$ cat config.mk
export PLATFORM = sky130hd
export DESIGN_NAME = seven_seg_monitor
export DESIGN_NICKNAME = d
export VERILOG_FILES = /design/src/rtl/seven_seg_monitor.sv
export SDC_FILE = /design/constraint.sdc
export NUM_CORES = 1
export LEC_CHECK = 0
export ABC_AREA = 1
export BUFFER_PORTS_ARGS = -buffer_cell sky130_fd_sc_hd__buf_2
export CAP_MARGIN = 20
export CORE_AREA = 2 2 64 66
export DETAILED_ROUTE_END_ITERATION = 12
export DIE_AREA = 0 0 66 68
export HOLD_SLACK_MARGIN = 0.03
export MAX_ROUTING_LAYER = met4
export PLACE_DENSITY = 0.86
export SETUP_SLACK_MARGIN = 0.2
export SLEW_MARGIN = 30
export SYNTH_ARGS = -nofsm -noshare
export SYNTH_HDL_FRONTEND = slang
export SYNTH_SLANG_ARGS = --single-unit
$ cat constraint.sdc
create_clock -name clk -period 2.1 [get_ports clk]
set_input_delay 0.525 -clock clk [delete_from_list [all_inputs] [get_ports clk]]
set_output_delay 0.525 -clock clk [all_outputs]
set_load 0.05 [all_outputs]
$ cat src/rtl/seven_seg_monitor.sv
// Seven-segment receive monitor: qualifies a stable segment pattern, decodes it
// to a digit / dash / bad flag, and offers it as a valid/ready record.
module seven_seg_monitor #(
  parameter int STABLE_CYCLES = 4,
  parameter int CNT_W         = 8
) (
  input  logic             clk,
  input  logic             rst_n,
  input  logic [6:0]       seg,
  output logic             out_valid,
  input  logic             out_ready,
  output logic [4:0]       out_digit,
  output logic             out_dash,
  output logic             out_bad,
  output logic [6:0]       out_raw,
  output logic             overrun,
  output logic [CNT_W-1:0] update_count
);

  // Handshake: a record is transferred on any edge where out_valid && out_ready.
  // While out_valid is high and out_ready is low the record fields stay frozen
  // unless a newer pattern commits, which replaces it and sets the sticky overrun.

  localparam int CW = $clog2(STABLE_CYCLES + 1);
  localparam logic [CW-1:0] CNT_MAX  = CW'(STABLE_CYCLES);
  localparam logic [CW-1:0] CNT_LAST = CW'(STABLE_CYCLES - 1);

  localparam logic [6:0] PAT_BLANK = 7'b0000000;
  localparam logic [6:0] PAT_DASH  = 7'b0000001;

  logic [6:0]    s;
  logic [CW-1:0] cnt;
  logic [6:0]    committed;

  logic          same;
  logic          commit;
  logic          report;
  logic          accept;
  logic [4:0]    dec_digit;
  logic          dec_dash;
  logic          dec_bad;

  assign same   = (seg == s);
  assign commit = same && (cnt == CNT_LAST) && (s != committed);
  // Blank is committed silently so the next real glyph is reported again.
  assign report = commit && (s != PAT_BLANK);
  assign accept = out_valid && out_ready;

  always_comb begin
    dec_digit = 5'd0;
    dec_dash  = 1'b0;
    dec_bad   = 1'b0;
    case (s)
      7'b1111110: dec_digit = 5'd0;
      7'b0110000: dec_digit = 5'd1;
      7'b1101101: dec_digit = 5'd2;
      7'b1111001: dec_digit = 5'd3;
      7'b0110011: dec_digit = 5'd4;
      7'b1011011: dec_digit = 5'd5;
      7'b1011111: dec_digit = 5'd6;
      7'b1110000: dec_digit = 5'd7;
      7'b1111111: dec_digit = 5'd8;
      7'b1111011: dec_digit = 5'd9;
      PAT_DASH:   dec_dash  = 1'b1;
      default:    dec_bad   = 1'b1;
    endcase
  end

  always_ff @(posedge clk) begin
    if (!rst_n) begin
      s            <= '0;
      cnt          <= '0;
      committed    <= PAT_BLANK;
      out_valid    <= 1'b0;
      out_digit    <= '0;
      out_dash     <= 1'b0;
      out_bad      <= 1'b0;
      out_raw      <= '0;
      overrun      <= 1'b0;
      update_count <= '0;
    end else begin
      s <= seg;
      if (!same)
        cnt <= '0;
      else if (cnt != CNT_MAX)
        cnt <= cnt + 1'b1;

      if (commit)
        committed <= s;

      if (report) begin
        out_valid    <= 1'b1;
        out_digit    <= dec_digit;
        out_dash     <= dec_dash;
        out_bad      <= dec_bad;
        out_raw      <= s;
        update_count <= update_count + 1'b1;
        if (out_valid && !out_ready)
          overrun <= 1'b1;
      end else if (accept) begin
        out_valid <= 1'b0;
      end
    end
  end

endmodule

==> qor.csv, run 1 <==
metric,value,unit
multi_input_area,1000,µm²
fillers,392,
period_minus_slack,1.71,ns
leakage,1.16,nW
final_common_cell,nand2_1,
port_buffers,32,
dr.pass1.iters,4,
finalWorstSetupSlack,0.394,ns
switching_share,24.8,%
antenna_found_initial,0,
switchingPower,0.338,mW
final.setup_skew,0.00392,ns
hold_path_class,primary input to flop,
syn_to_final_growth,14.5,%
placed_cell_area,2240,µm²
ctsHoldBuffers,0,
synth_cells,312,
drc,0,
fp.dieW,66,µm
drt_iter0_markers,113,
num_rows,23,
initial_utilization,52.9,%
yosysUniqueCellTypes,22,
slowest_delay,0.45,ns
final-max-slew-violation-count,0,
syn_avg_cell_area,6.53,µm²
fmax,586,MHz
hold_viol,0,
boundaryPins,34,
finalPower,1.36,mW
grt_pass1_vias,1754,
layout_common_cells,"103 x nand2_1, 44 x inv_1, 35 x dfxtp_1",
gp_congestion,0.896,
power_frac_clock,35.5,%
setup_tns,0,ns
cp.required,2.32,ns
cts_setup_buffers,0,
coreArea,3860,µm²
dp_slack,0.249,ns
path_cells,"inv_1, nand2_1, nand2_1, nor2_1, nand2_1, nor2_1, nor2_1, nand3_2, buf_4, nand2_1, a21oi_1",
die_area,4490,µm²
seqPwrFrac,57.4,%
critical_path.slowest_cell,dfxtp_1,
worstSetupEndpointType,flop,
internal_power,1.02,mW
grt_max_degree,19,
yosysWarnings,0,
clock_latency,0.29,ns
clock-sinks,40,
die_y,68,µm
clockBufferDepth,2,
final_cell_area,2330,µm²
wirelength,4520,µm
setup_viol,0,
wire_per_inst,11.4,µm
cts_resized,0,
drv_cap,0,
drtAntennaViolNets,0,
clk_root_buffer_cell,clkbuf_8,
synth_area,2040,µm²
path_clk_slew,0.08,ns
fin_nets,360,
vias_per_cell,4.98,
fin_util,60.5,%
cts_made_buffers,5,
powerDensity,583,nW/µm²
seq_area,807,µm²
synth_nets,326,
h-tree-depth,2,
cp_common_cell,nand2_1,
ys_ff_latch,40,
overflow,0,
cts_tree,yes,
comb_power_share,7.1,%
dp_hpwl,3360,µm
rsz0062_at_grt,false,
grt_pass1_wl,7620,µm
cp-start-kind,flop,
critPathMaxFanout,10,
vias,1974,
drive_gt1_share,15.9,%
grt_usage,22.8,%
status,"finished, final reports clean",
diodes,0,
setup.worst_path.class,flop to flop,
ys_seq_area_share,39.3,%
finalCritPeriodShare,81.2,%
arrival,1.93,ns
ir_worst_vdd,0.395,mV
## cell type report
cell class                      instances  area share, %
Clock buffer                            5           2.95
Tap cell                               50           2.68
Timing Repair Buffer                   39           9.11
Inverter                               45           7.23
Sequential cell                        40           34.6
Clock inverter                          2          0.536
Multi-Input combinational cell        215           42.9
## synthesized netlist by cell type
cell / count / share of area (%)
nand3_2: 1 / 0.49
buf_2: 4 / 0.98
buf_4: 3 / 1.1
xnor2_1: 4 / 1.7
xor2_1: 4 / 1.7
ha_1: 4 / 2.5
conb_1: 1 / 0.18
nor2_2: 1 / 0.31
clkbuf_1: 4 / 0.74
clkinv_1: 1 / 0.18
nor2_4: 1 / 0.55
nor3b_1: 1 / 0.37
nor3_1: 2 / 0.49
nand2_1: 104 / 19
inv_1: 44 / 8.1
buf_6: 1 / 0.55
nor2_1: 31 / 5.7
nand3_1: 20 / 4.9
nand4_1: 13 / 4.0
dfxtp_1: 40 / 39
a21oi_1: 27 / 6.6
nand3b_1: 1 / 0.37
## state kept, by name, summed over array words and instances, names as in the netlist, 3 cells and up
register	cells
out_digit	4
out_raw	7
committed	7
s	7
update_count	8
cnt	3
## cell families (layout without fill, tap and decap cells)
kind of cell / count (synthesis) / after routing / synth area share [%]
AND/OR/NAND/NOR: 175 / 175 / 36.3
buffers and inverters: 57 / 91 / 11.7
adder cells (fa/ha/maj): 4 / 4 / 2.46
AO/OA/AOI/OAI: 27 / 27 / 6.63
flip-flops: 40 / 40 / 39.3
XOR/XNOR: 8 / 8 / 3.44
other: 1 / 1 / 0.184
## metal layers
layer | track usage [%] | wire length (µm)
met1 | 27.4 | 2070
met2 | 37.8 | 2170
met4 | 8.16 | 44
met3 | 5.26 | 238
met5 | - | 0
## power by group through the flow
stage | registers [mW] | clock network [mW] | logic (mW)
after CTS | 0.779 | 0.491 | 0.0962
after global routing | 0.782 | 0.526 | 0.112
after floorplan | 0.788 | 0 | 0.0742
after detailed placement | 0.797 | 0 | 0.0957
after global placement | 0.796 | 0 | 0.0943
final | 0.781 | 0.483 | 0.0971
## worst max-delay path: cells and delay by family, from the launching register on
family	cells	cell delay (ns)
compound gates	1	0.13
buf+inv	2	0.33
flops	1	0.45
simple gates	8	0.74
## worst paths after layout
check | from | end | slack (ns) | cells past startpoint
setup reg to reg | s[1] | out_dash | 0.39 | 11
hold / removal | seg[0] | s[0] | 0.44 | 3
hold reg to reg | out_raw[0] | out_raw[0] | 0.46 | 2
setup / recovery | s[1] | out_dash | 0.39 | 11
## per-stage QoR
stage          hold slack [ns]  std cells
3_5_place_dp             0.452        389
6_report                 0.443        396
3_3_place_gp             0.444        389
2_1_floorplan            0.454        312
4_1_cts                  0.438        396
5_1_grt                  0.452        396
Power figures use the tool's default switching activity.
==> run 2: changes to the inputs <==
- clock period: 2.1 -> 1.64 ns (I/O delays scaled with it)
==> run 2 against run 1 <==
The run now ends with negative setup slack left. Count of clock-buffer cells in the layout increased by 2. Sequential power grew 27%. Setup slack got worse by 0.45 ns. Largest power group unchanged. Non-clock buffer count up 22. Die area did not move. Highest routed layer unchanged. Wire length up 61%. Largest cell class unchanged. Clock skew about the same.
==> qor.csv, run 2 (synthesis results as in run 1) <==
metric,value,unit,change
boundaryPins,34,,unchanged
die_y,68,µm,unchanged
drv_cap,0,,unchanged
grt_pass1_vias,1996,,+14%
finalCritPeriodShare,103,%,+22 points
fin_util,77.1,%,+17 points
fin_nets,382,,+6.1%
antenna_found_initial,0,,unchanged
powerDensity,709,nW/µm²,+22%
hp-start,seg[0],,
clock_latency,0.30,ns,about the same
fillers,252,,-36%
overflow,0,,unchanged
final_cells,419,,+5.8%
fp.dieW,66,µm,unchanged
largest_register_ffs,8,,unchanged
placed_cell_area,2350,µm²,+4.6%
leakage,1.41,nW,+21%
wirelength,7280,µm,+61%
drt_iter0_markers,342,,+200%
drive_gt1_share,44.4,%,+29 points
layout_common_cells,"71 x nand2_1, 38 x inv_1, 29 x buf_2",,
fmax,591,MHz,+0.76%
grt_max_degree,25,,+6
whs,0.308,ns,-0.135 ns
cts_made_buffers,5,,unchanged
gp_congestion,0.984,,+9.9%
diodes,0,,unchanged
ctsHoldBuffers,0,,unchanged
setup.worst_path.class,flop to flop,,
setup_tns,-0.0886,ns,-0.0886 ns
die_area,4490,µm²,unchanged
hold_path_class,primary input to flop,,
critPathMaxFanout,4,,-6
final-max-slew-violation-count,0,,unchanged
clock-sinks,40,,unchanged
h-tree-depth,2,,unchanged
path_clk_slew,0.08,ns,about the same
vias_per_cell,5.76,,+16%
place_inst,400,,+2.8%
critical_path.slowest_cell,dfxtp_1,,
top_register,update_count,,
initial_utilization,52.9,%,unchanged
setup.worst_path.start,committed[1],,
cp-start-kind,flop,,
dp_slack,-0.0640,ns,-0.313 ns
coreArea,3860,µm²,unchanged
period_minus_slack,1.69,ns,-0.0129 ns
cts_tree,yes,,
ir_worst_vdd,0.577,mV,+46%
final_cell_area,2970,µm²,+27%
wire_per_inst,17.4,µm,+52%
path_buf_inv,3,,+1
worstSetupEndpointType,flop,,
cp_common_cell,nor2_4,,
drtAntennaViolNets,0,,unchanged
final_common_cell,nand2_1,,
grt_pass1_wl,9190,µm,+21%
dr.pass1.iters,6,,+2
finalWorstSetupSlack,-0.0532,ns,-0.447 ns
clockBufferDepth,2,,unchanged
cp.required,1.86,ns,-0.46 ns
rsz0062_at_grt,true,,
dp_hpwl,3510,µm,+4.5%
syn_to_final_growth,45.9,%,
setup_viol,4,,+4
num_rows,23,,unchanged
r2r-start,committed[1],,
arrival,1.91,ns,-0.02 ns
finalPower,2.11,mW,+55%
clk_root_buffer_cell,clkbuf_8,,
status,finished with violations,,
grt_usage,27.9,%,+5.1 points
failed_checks,negative setup slack,,
ff2ff_setup_slack,-0.05,ns,-0.45 ns
hold_viol,0,,unchanged
final.setup_skew,0.00411,ns,+0.000189 ns
path_cells,"inv_1, nand2_1, nand2_1, nor2_4, nand2_2, nor2_4, buf_4, nor2_4, buf_6, nand3_2, nand2_2, nor2_1",,
vias,2414,,+22%
slowest_delay,0.40,ns,-0.05 ns
cpLargestDelayFamily,simple AND/OR/NAND/NOR gates,,
port_buffers,32,,unchanged
drc,0,,unchanged
-- run 2: cell count changes in the layout (fill, tap and decap cells not counted), sizes merged --
cell / change
clkinvlp: -1
clkinv: -1
clkbuf: +4
buf: +20
bufinv: +1
-- run 2: final timing paths --
| check | cells past startpoint | endpoint |
|---|---|---|
| max | 12 | out_digit[1] |
| min | 3 | s[0] |
| min reg2reg | 2 | overrun |
| max reg2reg | 12 | out_digit[1] |
-- run 2: power by group --
group,switching [mW],internal (mW),total (mW)
logic,0.140,0.0755,0.216
registers,0.0150,0.976,0.991
clock network,0.364,0.537,0.901
total,0.519,1.59,2.11
-- run 2: what timing repair did --
| action | 4_1_cts | 5_1_grt |
|---|---|---|
| setup endpoints to repair | 30 | 36 |
| gates resized for setup | 43 | 85 |
| gates cloned | 1 | 1 |
| buffers inserted | 7 | 2 |
| pin swaps | 22 | 24 |
-- run 2: final cells by class --
type / instances / area (µm²) / area share [%]
repair buffers: 61 / 453 / 15.2
clock buffers: 7 / 96.3 / 3.24
inverters: 45 / 171 / 5.76
multi-input cells: 215 / 1330 / 44.6
well taps: 50 / 62.6 / 2.10
clock inverters: 1 / 30.0 / 1.01
flip-flops and latches: 40 / 833 / 28.0
-- run 2: tightest hold or removal path, stage by stage --
cell and delay [ns]:
buf_2 0.09, nand2_1 0.04, inv_1 0.04
-- run 2: layer usage --
layer	vias to the layer above	global-route usage, %	part of all wire [%]
li1	1082	-	-
met1	1083	34.3	39
met2	190	42.8	46
met3	59	4.44	9.1
met4	0	18.4	5.9
met5	-	-	0
